File: src/rtl/dcache_port_arbiter_if.sv
`default_nettype none
// ============================================================================
// Module   : dcache_port_arbiter_if
// Purpose  : Load/store request, cache request and tagged response bundle
//            for the shared data-cache port.
// Revision : 1.0
// ============================================================================
interface dcache_port_arbiter_if #(
    parameter int ADDR_W = 32,
    parameter int DATA_W = 32,
    parameter int TAG_W  = 4
);
    logic                  ld_req_vld;
    logic [ADDR_W-1:0]     ld_req_addr;
    logic [TAG_W-1:0]      ld_req_tag;
    logic                  ld_req_rdy;

    logic                  st_req_vld;
    logic [ADDR_W-1:0]     st_req_addr;
    logic [DATA_W-1:0]     st_req_data;
    logic [DATA_W/8-1:0]   st_req_mask;
    logic                  st_req_rdy;

    logic                  sdq_full;
    logic                  flush;

    logic                  dc_req_vld;
    logic                  dc_req_we;
    logic [ADDR_W-1:0]     dc_req_addr;
    logic [DATA_W-1:0]     dc_req_data;
    logic [DATA_W/8-1:0]   dc_req_mask;
    logic                  dc_req_rdy;

    logic                  dc_resp_vld;
    logic [DATA_W-1:0]     dc_resp_data;

    logic                  ld_resp_vld;
    logic [TAG_W-1:0]      ld_resp_tag;
    logic [DATA_W-1:0]     ld_resp_data;

    modport master (
        input  ld_req_vld, ld_req_addr, ld_req_tag,
        output ld_req_rdy,
        input  st_req_vld, st_req_addr, st_req_data, st_req_mask,
        output st_req_rdy,
        input  sdq_full, flush,
        output dc_req_vld, dc_req_we, dc_req_addr, dc_req_data, dc_req_mask,
        input  dc_req_rdy,
        input  dc_resp_vld, dc_resp_data,
        output ld_resp_vld, ld_resp_tag, ld_resp_data
    );

    modport slave (
        output ld_req_vld, ld_req_addr, ld_req_tag,
        input  ld_req_rdy,
        output st_req_vld, st_req_addr, st_req_data, st_req_mask,
        input  st_req_rdy,
        output sdq_full, flush,
        input  dc_req_vld, dc_req_we, dc_req_addr, dc_req_data, dc_req_mask,
        output dc_req_rdy,
        output dc_resp_vld, dc_resp_data,
        input  ld_resp_vld, ld_resp_tag, ld_resp_data
    );
endinterface
`default_nettype wire

File: src/rtl/dcache_port_arbiter.sv
`default_nettype none
// ============================================================================
// Module   : dcache_port_arbiter
// Purpose  : Shares one data-cache request slot between load issue and
//            committed-store drain; returns tagged, flush-squashable loads.
// Revision : 1.0
// ============================================================================
module dcache_port_arbiter #(
    parameter int ADDR_W       = 32,
    parameter int DATA_W       = 32,
    parameter int TAG_W        = 4,
    parameter int MAX_LD_OUT   = 4,
    parameter int STARVE_LIMIT = 4
) (
    input  wire logic               clk,
    input  wire logic               rst,
    dcache_port_arbiter_if.master   bus
);
    localparam int C_MASK_W = DATA_W / 8;
    localparam int C_PTR_W  = $clog2(MAX_LD_OUT);
    localparam int C_CNT_W  = C_PTR_W + 1;
    localparam int C_SC_W   = $clog2(STARVE_LIMIT + 1);

    typedef enum logic [1:0] {
        SLOT_EMPTY = 2'd0,
        SLOT_LD    = 2'd1,
        SLOT_ST    = 2'd2
    } slot_state_t;

    slot_state_t          r_state, w_state_nxt;
    logic [ADDR_W-1:0]    r_addr;
    logic [DATA_W-1:0]    r_data;
    logic [C_MASK_W-1:0]  r_mask;
    logic [C_SC_W-1:0]    r_starve;

    logic [TAG_W-1:0]     r_fifo_tag [MAX_LD_OUT];
    logic [MAX_LD_OUT-1:0] r_fifo_kill;
    logic [C_PTR_W-1:0]   r_wr_ptr, r_rd_ptr;
    logic [C_CNT_W-1:0]   r_cnt, w_cnt_nxt;

    logic                 r_resp_vld;
    logic [TAG_W-1:0]     r_resp_tag;
    logic [DATA_W-1:0]    r_resp_data;

    logic w_slot_vld, w_slot_free, w_ld_elig, w_force_st;
    logic w_grant_st, w_grant_ld, w_drop, w_push, w_pop;

    assign w_slot_vld  = (r_state != SLOT_EMPTY);
    assign w_slot_free = !w_slot_vld || bus.dc_req_rdy;
    assign w_ld_elig   = bus.ld_req_vld && !bus.flush &&
                         (r_cnt < C_CNT_W'(MAX_LD_OUT));
    assign w_force_st  = bus.sdq_full || (r_starve >= C_SC_W'(STARVE_LIMIT));
    assign w_grant_st  = w_slot_free && bus.st_req_vld && (w_force_st || !w_ld_elig);
    assign w_grant_ld  = w_slot_free && !w_grant_st && w_ld_elig;

    // A flushed load still waiting in the slot is withdrawn along with its tag.
    assign w_drop      = bus.flush && (r_state == SLOT_LD) && !bus.dc_req_rdy;
    assign w_push      = w_grant_ld;
    assign w_pop       = bus.dc_resp_vld && (r_cnt != '0);
    assign w_cnt_nxt   = r_cnt + C_CNT_W'(w_push) - C_CNT_W'(w_pop) - C_CNT_W'(w_drop);

    assign bus.ld_req_rdy   = w_grant_ld;
    assign bus.st_req_rdy   = w_grant_st;
    assign bus.dc_req_vld   = w_slot_vld;
    assign bus.dc_req_we    = (r_state == SLOT_ST);
    assign bus.dc_req_addr  = r_addr;
    assign bus.dc_req_data  = r_data;
    assign bus.dc_req_mask  = r_mask;
    assign bus.ld_resp_vld  = r_resp_vld;
    assign bus.ld_resp_tag  = r_resp_tag;
    assign bus.ld_resp_data = r_resp_data;

    always_comb begin
        w_state_nxt = r_state;
        if (w_drop) begin
            w_state_nxt = SLOT_EMPTY;
        end else if (w_slot_free) begin
            if (w_grant_st)      w_state_nxt = SLOT_ST;
            else if (w_grant_ld) w_state_nxt = SLOT_LD;
            else                 w_state_nxt = SLOT_EMPTY;
        end
    end

    always_ff @(posedge clk) begin
        if (rst) begin
            r_state <= SLOT_EMPTY;
            r_addr  <= '0;
            r_data  <= '0;
            r_mask  <= '0;
        end else begin
            r_state <= w_state_nxt;
            if (w_drop) begin
                r_addr <= '0;
                r_data <= '0;
                r_mask <= '0;
            end else if (w_slot_free) begin
                if (w_grant_st) begin
                    r_addr <= bus.st_req_addr;
                    r_data <= bus.st_req_data;
                    r_mask <= bus.st_req_mask;
                end else if (w_grant_ld) begin
                    r_addr <= bus.ld_req_addr;
                    r_data <= '0;
                    r_mask <= '0;
                end else begin
                    r_addr <= '0;
                    r_data <= '0;
                    r_mask <= '0;
                end
            end
        end
    end

    always_ff @(posedge clk) begin
        if (rst) begin
            r_starve <= '0;
        end else if (w_grant_st || !bus.st_req_vld) begin
            r_starve <= '0;
        end else if (w_grant_ld && (r_starve < C_SC_W'(STARVE_LIMIT))) begin
            r_starve <= r_starve + C_SC_W'(1);
        end
    end

    always_ff @(posedge clk) begin
        if (rst) begin
            r_wr_ptr    <= '0;
            r_rd_ptr    <= '0;
            r_cnt       <= '0;
            r_fifo_kill <= '0;
            for (int i = 0; i < MAX_LD_OUT; i++) r_fifo_tag[i] <= '0;
        end else begin
            if (bus.flush) r_fifo_kill <= '1;
            if (w_push) begin
                r_fifo_tag[r_wr_ptr]  <= bus.ld_req_tag;
                r_fifo_kill[r_wr_ptr] <= bus.flush;
                r_wr_ptr              <= r_wr_ptr + C_PTR_W'(1);
            end else if (w_drop) begin
                r_wr_ptr <= r_wr_ptr - C_PTR_W'(1);
            end
            if (w_pop) r_rd_ptr <= r_rd_ptr + C_PTR_W'(1);
            r_cnt <= w_cnt_nxt;
        end
    end

    // A flush coinciding with the response squashes it as well.
    always_ff @(posedge clk) begin
        if (rst) begin
            r_resp_vld  <= 1'b0;
            r_resp_tag  <= '0;
            r_resp_data <= '0;
        end else begin
            r_resp_vld <= w_pop && !(r_fifo_kill[r_rd_ptr] || bus.flush);
            if (w_pop) begin
                r_resp_tag  <= r_fifo_tag[r_rd_ptr];
                r_resp_data <= bus.dc_resp_data;
            end
        end
    end
endmodule
`default_nettype wire

File: src/flat_wrapper.sv
// flat-port wrapper written by rule: the top's interface ports become plain ports
module dcache_port_arbiter_flat 
#(
    parameter int ADDR_W       = 32,
    parameter int DATA_W       = 32,
    parameter int TAG_W        = 4,
    parameter int MAX_LD_OUT   = 4,
    parameter int STARVE_LIMIT = 4
)
  (clk, rst, bus_ld_req_vld, bus_ld_req_addr, bus_ld_req_tag, bus_ld_req_rdy, bus_st_req_vld, bus_st_req_addr, bus_st_req_data, bus_st_req_mask, bus_st_req_rdy, bus_sdq_full, bus_flush, bus_dc_req_vld, bus_dc_req_we, bus_dc_req_addr, bus_dc_req_data, bus_dc_req_mask, bus_dc_req_rdy, bus_dc_resp_vld, bus_dc_resp_data, bus_ld_resp_vld, bus_ld_resp_tag, bus_ld_resp_data);
  dcache_port_arbiter_if #(.ADDR_W(ADDR_W), .DATA_W(DATA_W), .TAG_W(TAG_W)) bus_i ();
  input  wire logic clk;
  input  wire logic rst;
  input wire logic [$bits(bus_i.ld_req_vld)-1:0] bus_ld_req_vld;
  input wire logic [$bits(bus_i.ld_req_addr)-1:0] bus_ld_req_addr;
  input wire logic [$bits(bus_i.ld_req_tag)-1:0] bus_ld_req_tag;
  output wire logic [$bits(bus_i.ld_req_rdy)-1:0] bus_ld_req_rdy;
  input wire logic [$bits(bus_i.st_req_vld)-1:0] bus_st_req_vld;
  input wire logic [$bits(bus_i.st_req_addr)-1:0] bus_st_req_addr;
  input wire logic [$bits(bus_i.st_req_data)-1:0] bus_st_req_data;
  input wire logic [$bits(bus_i.st_req_mask)-1:0] bus_st_req_mask;
  output wire logic [$bits(bus_i.st_req_rdy)-1:0] bus_st_req_rdy;
  input wire logic [$bits(bus_i.sdq_full)-1:0] bus_sdq_full;
  input wire logic [$bits(bus_i.flush)-1:0] bus_flush;
  output wire logic [$bits(bus_i.dc_req_vld)-1:0] bus_dc_req_vld;
  output wire logic [$bits(bus_i.dc_req_we)-1:0] bus_dc_req_we;
  output wire logic [$bits(bus_i.dc_req_addr)-1:0] bus_dc_req_addr;
  output wire logic [$bits(bus_i.dc_req_data)-1:0] bus_dc_req_data;
  output wire logic [$bits(bus_i.dc_req_mask)-1:0] bus_dc_req_mask;
  input wire logic [$bits(bus_i.dc_req_rdy)-1:0] bus_dc_req_rdy;
  input wire logic [$bits(bus_i.dc_resp_vld)-1:0] bus_dc_resp_vld;
  input wire logic [$bits(bus_i.dc_resp_data)-1:0] bus_dc_resp_data;
  output wire logic [$bits(bus_i.ld_resp_vld)-1:0] bus_ld_resp_vld;
  output wire logic [$bits(bus_i.ld_resp_tag)-1:0] bus_ld_resp_tag;
  output wire logic [$bits(bus_i.ld_resp_data)-1:0] bus_ld_resp_data;
  assign bus_i.ld_req_vld = bus_ld_req_vld;
  assign bus_i.ld_req_addr = bus_ld_req_addr;
  assign bus_i.ld_req_tag = bus_ld_req_tag;
  assign bus_ld_req_rdy = bus_i.ld_req_rdy;
  assign bus_i.st_req_vld = bus_st_req_vld;
  assign bus_i.st_req_addr = bus_st_req_addr;
  assign bus_i.st_req_data = bus_st_req_data;
  assign bus_i.st_req_mask = bus_st_req_mask;
  assign bus_st_req_rdy = bus_i.st_req_rdy;
  assign bus_i.sdq_full = bus_sdq_full;
  assign bus_i.flush = bus_flush;
  assign bus_dc_req_vld = bus_i.dc_req_vld;
  assign bus_dc_req_we = bus_i.dc_req_we;
  assign bus_dc_req_addr = bus_i.dc_req_addr;
  assign bus_dc_req_data = bus_i.dc_req_data;
  assign bus_dc_req_mask = bus_i.dc_req_mask;
  assign bus_i.dc_req_rdy = bus_dc_req_rdy;
  assign bus_i.dc_resp_vld = bus_dc_resp_vld;
  assign bus_i.dc_resp_data = bus_dc_resp_data;
  assign bus_ld_resp_vld = bus_i.ld_resp_vld;
  assign bus_ld_resp_tag = bus_i.ld_resp_tag;
  assign bus_ld_resp_data = bus_i.ld_resp_data;
  dcache_port_arbiter #(.ADDR_W(ADDR_W), .DATA_W(DATA_W), .TAG_W(TAG_W), .MAX_LD_OUT(MAX_LD_OUT), .STARVE_LIMIT(STARVE_LIMIT)) u_core (.clk(clk), .rst(rst), .bus(bus_i));
endmodule
File: config.mk
export PLATFORM = sky130hd
export DESIGN_NAME = dcache_port_arbiter_flat
export DESIGN_NICKNAME = d
export VERILOG_FILES = /design/src/rtl/dcache_port_arbiter_if.sv /design/src/rtl/dcache_port_arbiter.sv /design/src/flat_wrapper.sv
export SDC_FILE = /design/constraint.sdc
export NUM_CORES = 1
export LEC_CHECK = 0
export BUFFER_PORTS_ARGS = -buffer_cell sky130_fd_sc_hd__buf_2
export CAP_MARGIN = 0
export CORE_ASPECT_RATIO = 1.4
export CORE_UTILIZATION = 49
export DETAILED_ROUTE_END_ITERATION = 8
export HOLD_SLACK_MARGIN = 0.06
export PLACE_DENSITY = 0.84
export SLEW_MARGIN = 10
export SYNTH_ARGS = -nofsm -noshare
export SYNTH_HDL_FRONTEND = slang
export SYNTH_SLANG_ARGS = --single-unit
File: constraint.sdc
create_clock -name clk -period 4.79 [get_ports clk]
set_input_delay 0.2395 -clock clk [delete_from_list [all_inputs] [get_ports clk]]
set_output_delay 0.2395 -clock clk [all_outputs]
set_load 0.02 [all_outputs]
==> flow_metrics.tcl <==
set metrics [dict create \
    status "completed" \
    via_per_inst 5.36 \
    antenna_found_initial 1 \
    start_util_pct 50.4 \
    fin_setup_tns_ns 0 \
    die_area_um2 11100 \
    cts_tree "yes" \
    drtIter0Drc 385 \
    drv_cap 0 \
    ys_seq_area_share_pct 55.7 \
    slew_viol_final 0 \
    ir_drop_mv 0.282 \
    grt_pass1_vias 4731 \
    ys_types 39 \
    die_h_um 124 \
    syn_nets 710 \
    timing.final.ws_setup_ns 2.29 \
    max_slew_margin_pct 35.0 \
    setup_viol_count_final 0 \
    core_um2 10300 \
    slowest_stage "o21ai_0" \
    route.detailed.drc 0 \
    synth_ff_type "dfxtp_1" \
    fin_crit_sh_pct 52.2 \
    area_growth_pct 39.1 \
    overflow 0 \
    drt_wl_total_um 15200 \
    ys_top_cells_by_area "dfxtp_1, edfxtp_1, nor2_1, nand2_1, a221oi_1" \
    clk_latency_ns 0.41 \
    vias 5132 \
    yosysTopAreaCellShare_pct 46.4 \
    dp_slack_ns 2.31 \
    hold_slack_ns 0.0691 \
    yosys_warnings 0 \
    synth.largest_area_cell "dfxtp_1" \
    tightest_slew_ns 0.975 \
    rsz0062_at_grt "false" \
    drive_above_1_share_pct 36.7 \
    finalNetCount 956 \
    die_x_um 89.2 \
    dp.final_hpwl_um 10600 \
    grt_pass1_wl_um 22500 \
    power.density_nw_per_um2 470 \
    syn_inst 561 \
    grt_usage_pct 27.1 \
    clk_path_buf_depth 2 \
    async_flop_share_pct 0 \
    power_leakage_nw 3.37 \
    gp_congestion 0.808 \
    hold_violations 0 \
    fmax_mhz 400 \
    crit_chain "o21ai_0 -> nand3_1 -> inv_1 -> buf_2" \
    cp.required_ns 4.55 \
    io_buffers 252 \
    synth_edf_count 16 \
    synth_common_cells "dfxtp_1, nor2_1, nand2_1" \
    postRouteAntennaNets 0 \
    fin_worst_skew_ns 0.0115 \
    dr.pass1.iters 6 \
    critPathArrivalTime_ns 2.26 \
    yosys.cell_count.top_type "dfxtp_1" \
    cts_sinks 137 \
    cpPeakStageDelay_ns 0.53 \
    clock-root-buffer "clkbuf_16" \
    clkTransAtPathRegs_ns 0.06 \
    fin_crit_ns 2.50 \
    critPathKind "reg -> out" \
    synth_seq_cells 137 \
    crit_path_end_kind "output pin" \
    wl_per_cell_um 15.9 \
    io_pins 253 \
    numCtsBuffers 17 \
    cp_max_fo 11 \
    diodes 0 \
    h-tree-depth 4 \
    syn_avg_cell_area_um2 9.30 \
    critPathLaunchType "flip-flop" \
    grt_max_degree 72 \
    synth_area_um2 5220 \
    fp-row-count 44 \
    min_path_type "in -> reg" \
    cts-resized-gates 0 \
]
==> metrics by stage <==
step / instance area, um^2 / power [mW] / instances / util [%]
after floorplan: 5220 / 1.90 / 561 / -
after global placement: 6500 / 2.13 / 909 / 62.8
after detailed placement: 6500 / 2.17 / 909 / 62.8
after CTS: 7250 / 3.43 / 958 / 70.1
after global routing: 7250 / 3.56 / 958 / 70.1
final: 7250 / 3.41 / 958 / 70.1
==> placed cells by master (no fill, tap or decap), types with 2 or more instances in the layout <==
| cell | n |
|---|---|
| clkbuf_1 | 2 |
| nor2_1 | 96 |
| mux4_2 | 5 |
| xnor2_1 | 2 |
| clkbuf_8 | 2 |
| a22oi_1 | 36 |
| dfxtp_1 | 121 |
| nor2b_1 | 5 |
| xor2_1 | 2 |
| nand4_1 | 3 |
| clkinv_4 | 3 |
| nor3_1 | 33 |
| edfxtp_1 | 16 |
| a221oi_1 | 32 |
| clkinvlp_4 | 3 |
| nand2_1 | 75 |
| buf_2 | 252 |
| or3_1 | 2 |
| clkbuf_16 | 18 |
| clkinv_2 | 3 |
| o21ai_0 | 4 |
| buf_4 | 6 |
| a21oi_1 | 44 |
| nand2b_1 | 7 |
| dlygate4sd3_1 | 17 |
| ha_1 | 4 |
| inv_1 | 7 |
==> power breakdown <==
part / internal (mW) / switching, mW / total, mW
sequential: 1.30 / 0.0928 / 1.40
combinational: 0.293 / 0.468 / 0.760
clock: 0.772 / 0.479 / 1.25
==> sequential cells by signal, summed over array words and instances, names as in the netlist, 3 cells and up <==
signal	count
u_core.bus.dc_req_addr	32
u_core.bus.dc_req_data	32
u_core.bus.ld_resp_data	32
u_core.r_fifo_tag	16
u_core.bus.dc_req_mask	4
u_core.bus.ld_resp_tag	4
u_core.r_fifo_kill	4
u_core.r_cnt	3
u_core.r_starve	3
==> final cells by class <==
type                       instances  area (um^2)
fill                             821         3100
clock buffer                      22          485
inverter                           7         26.3
sequential                       137         2900
tap                              138          173
timing repair buffer             275         1480
multi-input combinational        369         2090
clock inverter                    10         93.8
==> layer usage <==
layer | share of wire (%) | GRT usage, %
met5 | 0.085 | 0
met1 | 38 | 30.2
met4 | 1.4 | 8.83
met2 | 51 | 48.0
met3 | 8.8 | 9.15
==> worst paths after layout <==
| kind | from | end | slack, ns | cells after the start |
|---|---|---|---|---|
| worst max-delay path | u_core.r_starve[2] | bus_ld_req_rdy | 2.29 | 4 |
| worst min-delay path | bus_st_req_data[27] | u_core.bus.dc_req_data[27] | 0.07 | 3 |
| worst max register to register | u_core.r_starve[2] | u_core.r_cnt[2] | 2.30 | 8 |
| worst min register to register | u_core.bus.ld_resp_data[13] | u_core.bus.ld_resp_data[13] | 0.45 | 2 |
==> worst max-delay path, delay by kind of cell, from the launching register on <==
family,cells,cell delay (ns)
AND/OR/NAND/NOR,1,0.44
buffers and inverters,2,0.53
flip-flops,1,0.35
AO/OA/AOI/OAI,1,0.53
==> cell families (layout without fill, tap and decap cells) <==
logic type	after synthesis	count (layout)	synth area share (%)
AND/OR/NAND/NOR	232	232	19.3
flip-flops	137	137	55.7
AO/OA/AOI/OAI	123	123	16.6
buffers and inverters	55	314	4.32
adder cells (fa/ha/maj)	5	5	1.34
multiplexers	5	5	2.16
XOR/XNOR	4	4	0.672
==> repair_timing <==
item | 4_1_cts | 5_1_grt
setup buffers | 0 | 0
endpoints found under the hold margin | 17 | 0
hold buffers | 17 | 0
Power figures use the tool's default switching activity.
